**config.mk**
```make
export PLATFORM = sky130hd
export DESIGN_NAME = vec_cmd_issuer
export DESIGN_NICKNAME = d
export VERILOG_FILES = /design/src/rtl/vec_cmd_issuer.sv
export SDC_FILE = /design/constraint.sdc
export NUM_CORES = 1
export LEC_CHECK = 0
export CAP_MARGIN = 40
export CORE_MARGIN = 2
export CORE_UTILIZATION = 43
export CTS_CLUSTER_DIAMETER = 80
export DETAILED_ROUTE_END_ITERATION = 8
export PLACE_DENSITY = 0.91
export SKIP_CTS_REPAIR_TIMING = 1
export SYNTH_ARGS = -nofsm -noshare
export SYNTH_HDL_FRONTEND = slang
export SYNTH_SLANG_ARGS = --single-unit
```
**constraint.sdc**
```tcl
create_clock -name clk_i -period 4.3 [get_ports clk_i]
set_input_delay 0.86 -clock clk_i [delete_from_list [all_inputs] [get_ports clk_i]]
set_output_delay 0.86 -clock clk_i [all_outputs]
set_load 0.02 [all_outputs]
```
**src/rtl/vec_cmd_issuer.sv**
```systemverilog
// Command issuer for the vector accelerator: takes one host command, drives the accelerator
// handshake, waits for done, and returns read data. Define VEC_CMD_ISSUER_PERF_EN for perf_cycles_o.
module vec_cmd_issuer #(
  parameter int els_p  = 12,
  parameter int vlen_p = 2,
  parameter int vdw_p  = 4,
  localparam int aw_lp = (els_p > 1) ? $clog2(els_p) : 1,
  localparam int dw_lp = vlen_p * vdw_p
) (
  input  logic             clk_i,
  input  logic             reset_n_i,

  input  logic             cmd_v_i,
  output logic             cmd_ready_o,
  input  logic [3:0]       cmd_op_i,
  input  logic [aw_lp-1:0] cmd_addrA_i,
  input  logic [aw_lp-1:0] cmd_addrB_i,
  input  logic [aw_lp-1:0] cmd_addrD_i,
  input  logic [vdw_p-1:0] cmd_scalar_i,
  input  logic [dw_lp-1:0] cmd_wdata_i,
  output logic             cmd_done_o,
  output logic             err_o,

  output logic             resp_v_o,
  output logic [dw_lp-1:0] resp_data_o,
  input  logic             resp_yumi_i,

  output logic [3:0]       acc_op_o,
  output logic [aw_lp-1:0] acc_addrA_o,
  output logic [aw_lp-1:0] acc_addrB_o,
  output logic [aw_lp-1:0] acc_addrD_o,
  output logic [vdw_p-1:0] acc_scalar_o,
  output logic [dw_lp-1:0] acc_wdata_o,
  output logic             acc_v_o,
  input  logic             acc_ready_i,
  input  logic             acc_done_i,
  input  logic [dw_lp-1:0] acc_r_data_i,
  input  logic             acc_v_i,
  output logic             acc_yumi_o
`ifdef VEC_CMD_ISSUER_PERF_EN
  ,
  output logic [15:0]      perf_cycles_o
`endif
);

  typedef enum logic [1:0] {IDLE, ISSUE, WAIT, RESP} state_e;

  localparam logic [3:0] OP_READ = 4'b1000;

  state_e             state_r, state_n;
  logic [3:0]         op_r;
  logic [aw_lp-1:0]   addr_a_r, addr_b_r, addr_d_r;
  logic [vdw_p-1:0]   scalar_r;
  logic [dw_lp-1:0]   wdata_r;
  logic [dw_lp-1:0]   resp_data_r;
  logic               err_r;
  logic               done_r;

  logic               op_legal;
  logic               is_read;
  logic               yumi;
  logic               latch_cmd;
  logic               set_err;
  logic               done_n;
  logic               capture_resp;

  // ALU groups 00xx/01xx exclude their xx=11 code; the 1xxx group only has read, write, mmul.
  always_comb begin
    op_legal = 1'b0;
    if (!cmd_op_i[3])
      op_legal = (cmd_op_i[1:0] != 2'b11);
    else
      op_legal = (cmd_op_i == 4'b1000) || (cmd_op_i == 4'b1001) || (cmd_op_i == 4'b1111);
  end

  assign is_read = (op_r == OP_READ);
  assign yumi    = (state_r == WAIT) && is_read && acc_v_i && acc_done_i;

  // NOTE: every signal written here gets a default first, so no path leaves it unassigned (no latches).
  always_comb begin
    state_n      = state_r;
    latch_cmd    = 1'b0;
    set_err      = 1'b0;
    done_n       = 1'b0;
    capture_resp = 1'b0;
    case (state_r)
      IDLE: begin
        if (cmd_v_i) begin
          latch_cmd = 1'b1;
          if (op_legal) begin
            state_n = ISSUE;
          end else begin
            set_err = 1'b1;
            done_n  = 1'b1;
          end
        end
      end
      ISSUE: begin
        if (acc_ready_i) state_n = WAIT;
      end
      WAIT: begin
        if (is_read) begin
          if (yumi) begin
            capture_resp = 1'b1;
            state_n      = RESP;
          end
        end else if (acc_done_i) begin
          done_n  = 1'b1;
          state_n = IDLE;
        end
      end
      RESP: begin
        if (resp_yumi_i) state_n = IDLE;
      end
      default: state_n = IDLE;
    endcase
  end

  // NOTE: state uses non-blocking assignments with an asynchronous active-low clear.
  always_ff @(posedge clk_i or negedge reset_n_i) begin
    if (!reset_n_i) begin
      state_r     <= IDLE;
      op_r        <= '0;
      addr_a_r    <= '0;
      addr_b_r    <= '0;
      addr_d_r    <= '0;
      scalar_r    <= '0;
      wdata_r     <= '0;
      resp_data_r <= '0;
      err_r       <= 1'b0;
      done_r      <= 1'b0;
    end else begin
      state_r <= state_n;
      done_r  <= done_n;
      if (set_err) err_r <= 1'b1;
      if (latch_cmd) begin
        op_r     <= cmd_op_i;
        addr_a_r <= cmd_addrA_i;
        addr_b_r <= cmd_addrB_i;
        addr_d_r <= cmd_addrD_i;
        scalar_r <= cmd_scalar_i;
        wdata_r  <= cmd_wdata_i;
      end
      if (capture_resp) resp_data_r <= acc_r_data_i;
    end
  end

`ifdef VEC_CMD_ISSUER_PERF_EN
  logic [15:0] perf_r;

  always_ff @(posedge clk_i or negedge reset_n_i) begin
    if (!reset_n_i) begin
      perf_r <= '0;
    end else if ((state_r == IDLE) && cmd_v_i && op_legal) begin
      perf_r <= '0;
    end else if (((state_r == ISSUE) || (state_r == WAIT)) && (perf_r != 16'hFFFF)) begin
      perf_r <= perf_r + 16'd1;
    end
  end

  assign perf_cycles_o = perf_r;
`endif

  // Ready is gated by reset so every output reads 0 while reset is held.
  assign cmd_ready_o  = (state_r == IDLE) && reset_n_i;
  assign cmd_done_o   = done_r;
  assign err_o        = err_r;
  assign resp_v_o     = (state_r == RESP);
  assign resp_data_o  = resp_data_r;
  assign acc_v_o      = (state_r == ISSUE);
  assign acc_yumi_o   = yumi;
  assign acc_op_o     = op_r;
  assign acc_addrA_o  = addr_a_r;
  assign acc_addrB_o  = addr_b_r;
  assign acc_addrD_o  = addr_d_r;
  assign acc_scalar_o = scalar_r;
  assign acc_wdata_o  = wdata_r;

endmodule

```
## Word level (Yosys, flattened, before mapping)

Index checks and enable logic that the tools add are counted.

| operators by class | value |
|---|---|
| equal/unequal tests | 14 |
| multiplexer cells | 20 |
| reduce and logical (&&, ||, !) cells | 8 |

Operator list:

| cell | count |
|---|---|
| equality test 4 bit (second input constant) | 4 |
| two-way mux 2 bit | 7 |
| two-way mux 1 bit | 11 |
| case mux 2 bit (4 select lines) | 1 |
| inequality test 2 bit (second input constant) | 3 |
| inequality test 3 bit (second input constant) | 2 |
| AND reduction 6 bit | 1 |
| equality test 2 bit (second input constant) | 2 |
| logical AND 1 bit | 4 |
| inequality test 2 x 1 -> 1 bit (second input constant) | 2 |
| equality test 2 x 1 -> 1 bit (second input constant) | 1 |
| logical NOT 2 bit | 1 |
| logical OR 1 bit | 2 |
| case mux 1 bit (2 select lines) | 1 |

| word-level totals | value |
|---|---|
| register bits after elaboration | 40 |
| input bits | 43 |
| output and inout bits | 42 |
| word-level logic and storage cells | 52 |

## Longest topological paths before layout

| logic depth | value |
|---|---|
| word-level depth | 7 |
| gate-level depth with buffers | 5 |
| gate-level depth less buffers | 3 |

## Worst setup path after synthesis

Ideal clock, no wire load.

| timing | value |
|---|---|
| kind | input to output |
| from | in acc_done_i |
| to | out acc_yumi_o |
| arrival | 1.339 ns |
| data required time | 3.440 ns |
| slack | 2.101 ns |
| cell stages on the path | 3 |
| path buffers | 1 |
| path through | and3b_1 > and3_1 > buf_6 |

| on the way | value |
|---|---|
| word-level cells in the longest chain between the ends | 1 |

Ends and longest elaborated chain:

| what | line | RTL |
|---|---|---|
| from (decl) | 36 | `input logic acc_done_i,` |
| logical AND 1 bit | 77 | `assign yumi = (state_r == WAIT) && is_read && acc_v_i && acc_done_i;` |
| to (decl) | 39 | `output logic acc_yumi_o` |

No other way between the ends.

## Final worst setup path

Ends and elaborated chain as after synthesis.

==> flow_summary_export.csv <==
group,metric,value,unit
worst_setup_path,crit_chain,"clkdlybuf4s50_1 -> and3b_1 -> and3_1 -> buf_4 -> clkdlybuf4s50_1",
die,die_h,67.1,um
logic_synthesis,syn_area_per_cell,16.6,sq um
logic_synthesis,synth_top_family_by_area,"multiplexers",
worst_setup_path,crit_fanout,10,
routing,drc,0,
logic_synthesis,synth_ff_type,"dfrtp_1",
die,core,3740,sq um
sta,finalCriticalPeriod,3.44,ns
cts,cts_max_level,2,
routing,drt_iter0_drc,45,
sta,fmax,0.291,GHz
logic_synthesis,synth_xor_area_share,0,%
run,maxCapViolations,0,
global_route,grt_pass1_wl,6180,um
sta,rsz0062_at_grt,"false",
sta,hold_violations,0,
outcome,status,"finished clean",
logic_synthesis,synth_most_common_cell,"dfrtp_1",
cells_and_area,nets,235,
power_and_ir_drop,irDropWorstVdd,0.389,mV
logic_synthesis,synth_seq_cells,40,
worst_setup_path,path_buf_inv,3,
cts,cts-buffers-inserted,5,
sta,fin_hold_ws,0.496,ns
routing,dr.pass1.iters,4,
cts,clk_latency,0.28,ns
logic_synthesis,synth_compound_area_share,3.58,%
logic_synthesis,syn_nets,146,
logic_synthesis,yosysTopAreaCell,"dfrtp_1",
logic_synthesis,synth_fa_ha_area_share,0,%
hold_path,hold_class,"reg2reg",
logic_synthesis,async_flop_share,100,%
sta,relSlewSlack,67.7,%
cts,cts_buffer_depth,2,
worst_setup_path,critPathRequiredTime,3.44,ns
logic_synthesis,syn_inst,103,
global_route,grt_pass1_vias,1228,
global_route,grt_util_all_layers,18.8,%
worst_setup_path,critPathKind,"in2out",
worst_setup_path,cpLargestDelayFamily,"buffers and inverters",
logic_synthesis,yosysSeqAreaShare,58.5,%
worst_setup_path,crit_path_end_kind,"output port",
routing,via_per_inst,4.95,
placed_design,finalWeightedCongestion,0.703,
placed_design,dp_hpwl,3060,um
sta,slew_violations,0,
die,start_util,45.7,%
worst_setup_path,reg2reg_slack,2.54,ns
cts,clock-sinks,40,
power_and_ir_drop,p_leak,1.18,nW
logic_synthesis,yosys_warnings,0,
cells_and_area,syn_to_final_growth,58.0,%
cts,cts_root_buf,"clkbuf_8",
sta,worst_pin_slew,0.485,ns
logic_synthesis,ys_types,22,
logic_synthesis,synth-edff-count,0,
worst_setup_path,arrival,2.58,ns
die,dieArea,4500,sq um
routing,wl_per_cell,16.9,um
logic_synthesis,yosysTopAreaCellShare,58.5,%
global_route,grt_max_degree,41,
global_route,grt-ovfl-total,0,
sta,setup_tns,0,ns
cells_and_area,insertedDiodeCount,0,
power_and_ir_drop,power_density,732,nW/um^2
worst_setup_path,slowest_delay,0.64,ns
placed_design,port_buffers,84,
routing,ant_nets,0,
power_and_ir_drop,p_total,1.98,mW
die,io_pins,85,
worst_setup_path,critPathMostFrequentCell,"clkdlybuf4s50_1",
logic_synthesis,muxShareOfSynthArea,29.6,%
logic_synthesis,synth-simple-area-share,5.41,%
sta,setup_violations,0,
routing,routed_wl,4070,um
logic_synthesis,syn_area,1710,sq um
sta,fin_skew,0.00542,ns
logic_synthesis,yosys-top-cells-area,"dfrtp_1, mux2_4, mux2_1, buf_6, o21ai_0",
logic_synthesis,synthTopCellsByCount,"dfrtp_1, mux2_4, mux2_1, buf_6, o21ai_0",
cts,path_clk_slew,0.07,ns
routing,via_count,1194,
cts,cts_tree,"done",
global_route,antenna_found_initial,0,
die,fp.dieW,67.1,um
worst_setup_path,crit_slowest_cell,"clkdlybuf4s50_1",
sta,post-route-period-util,80.0,%
worst_setup_path,critical_path.startpoint_type,"input port",
die,rows,22,
cells_and_area,drive_gt1_share,21.2,%
[layout by cell type (no fill, tap or decap), types with 2 or more instances in the layout]
cell	netlist	routed
and2_1	2	2
clkbuf_8	0	7
nand2_1	2	2
mux2_1	9	9
mux2_4	27	27
o21ai_0	3	3
buf_4	0	2
and2b_1	2	2
dfrtp_1	40	40
clkdlybuf4s50_1	0	83
[worst reg2reg max path, cell delays in order (launching register included)]
cell and delay [ns]:
dfrtp_1 0.41, nor4b_2 0.44, and3_1 0.24, buf_4 0.23, mux2_4 0.33
[power breakdown]
part / internal [mW] / switching (mW)
Combinational: 0.561 / 0.426
Sequential: 0.549 / 0.117
Clock: 0.205 / 0.120
[registers in the layout (all words and copies together), names as in the netlist]
| register | flops |
|---|---|
| acc_addrA_o | 4 |
| resp_data_o | 8 |
| cmd_done_o | 1 |
| acc_wdata_o | 8 |
| acc_addrD_o | 4 |
| err_o | 1 |
| state_r | 2 |
| acc_scalar_o | 4 |
| acc_addrB_o | 4 |
| acc_op_o | 4 |
[cells by family after synthesis]
group,count (synthesis)
DFF,40
buffers and inverters,5
AOI/OAI and AO/OA,9
and+or+nand+nor,13
muxes,36
[path summary, 6_finish.rpt]
kind	cells after the start	startpoint	to
max in group asynchronous	2	reset_n_i	acc_scalar_o[2]
setup reg to reg	4	acc_op_o[2]	resp_data_o[2]
hold reg to reg	1	acc_wdata_o[6]	acc_wdata_o[6]
min in group asynchronous	2	reset_n_i	acc_addrD_o[3]
hold / removal	1	acc_wdata_o[6]	acc_wdata_o[6]
setup / recovery	5	acc_done_i	acc_yumi_o
[per-stage QoR]
stage	std cells	util [%]	setup slack (ns)	area, sq um
final	241	72.2	0.858	2700
after global routing	241	72.2	0.815	2700
after CTS	241	72.2	0.870	2700
after detailed placement	233	68.8	0.880	2580
after global placement	233	68.8	0.958	2580
after floorplan	103	-	2.10	1710
[metal layers]
layer	wire length, um	global-route usage [%]	vias up
met3	467	6.25	5
met4	27	3.83	0
li1	-	-	544
met1	1590	22.3	572
met5	0	0	-
met2	1980	32.9	73
[final cells by class]
cell class              instances  area (sq um)
clock buffers                   7          96.3
well taps                      48          60.1
fillers                       263          1040
clock inverters                 1          30.0
repair buffers                 86           851
flip-flops and latches         40          1000
inverters                       1          3.75
multi-input cells              58           661
(Power assumes the default switching activity.)
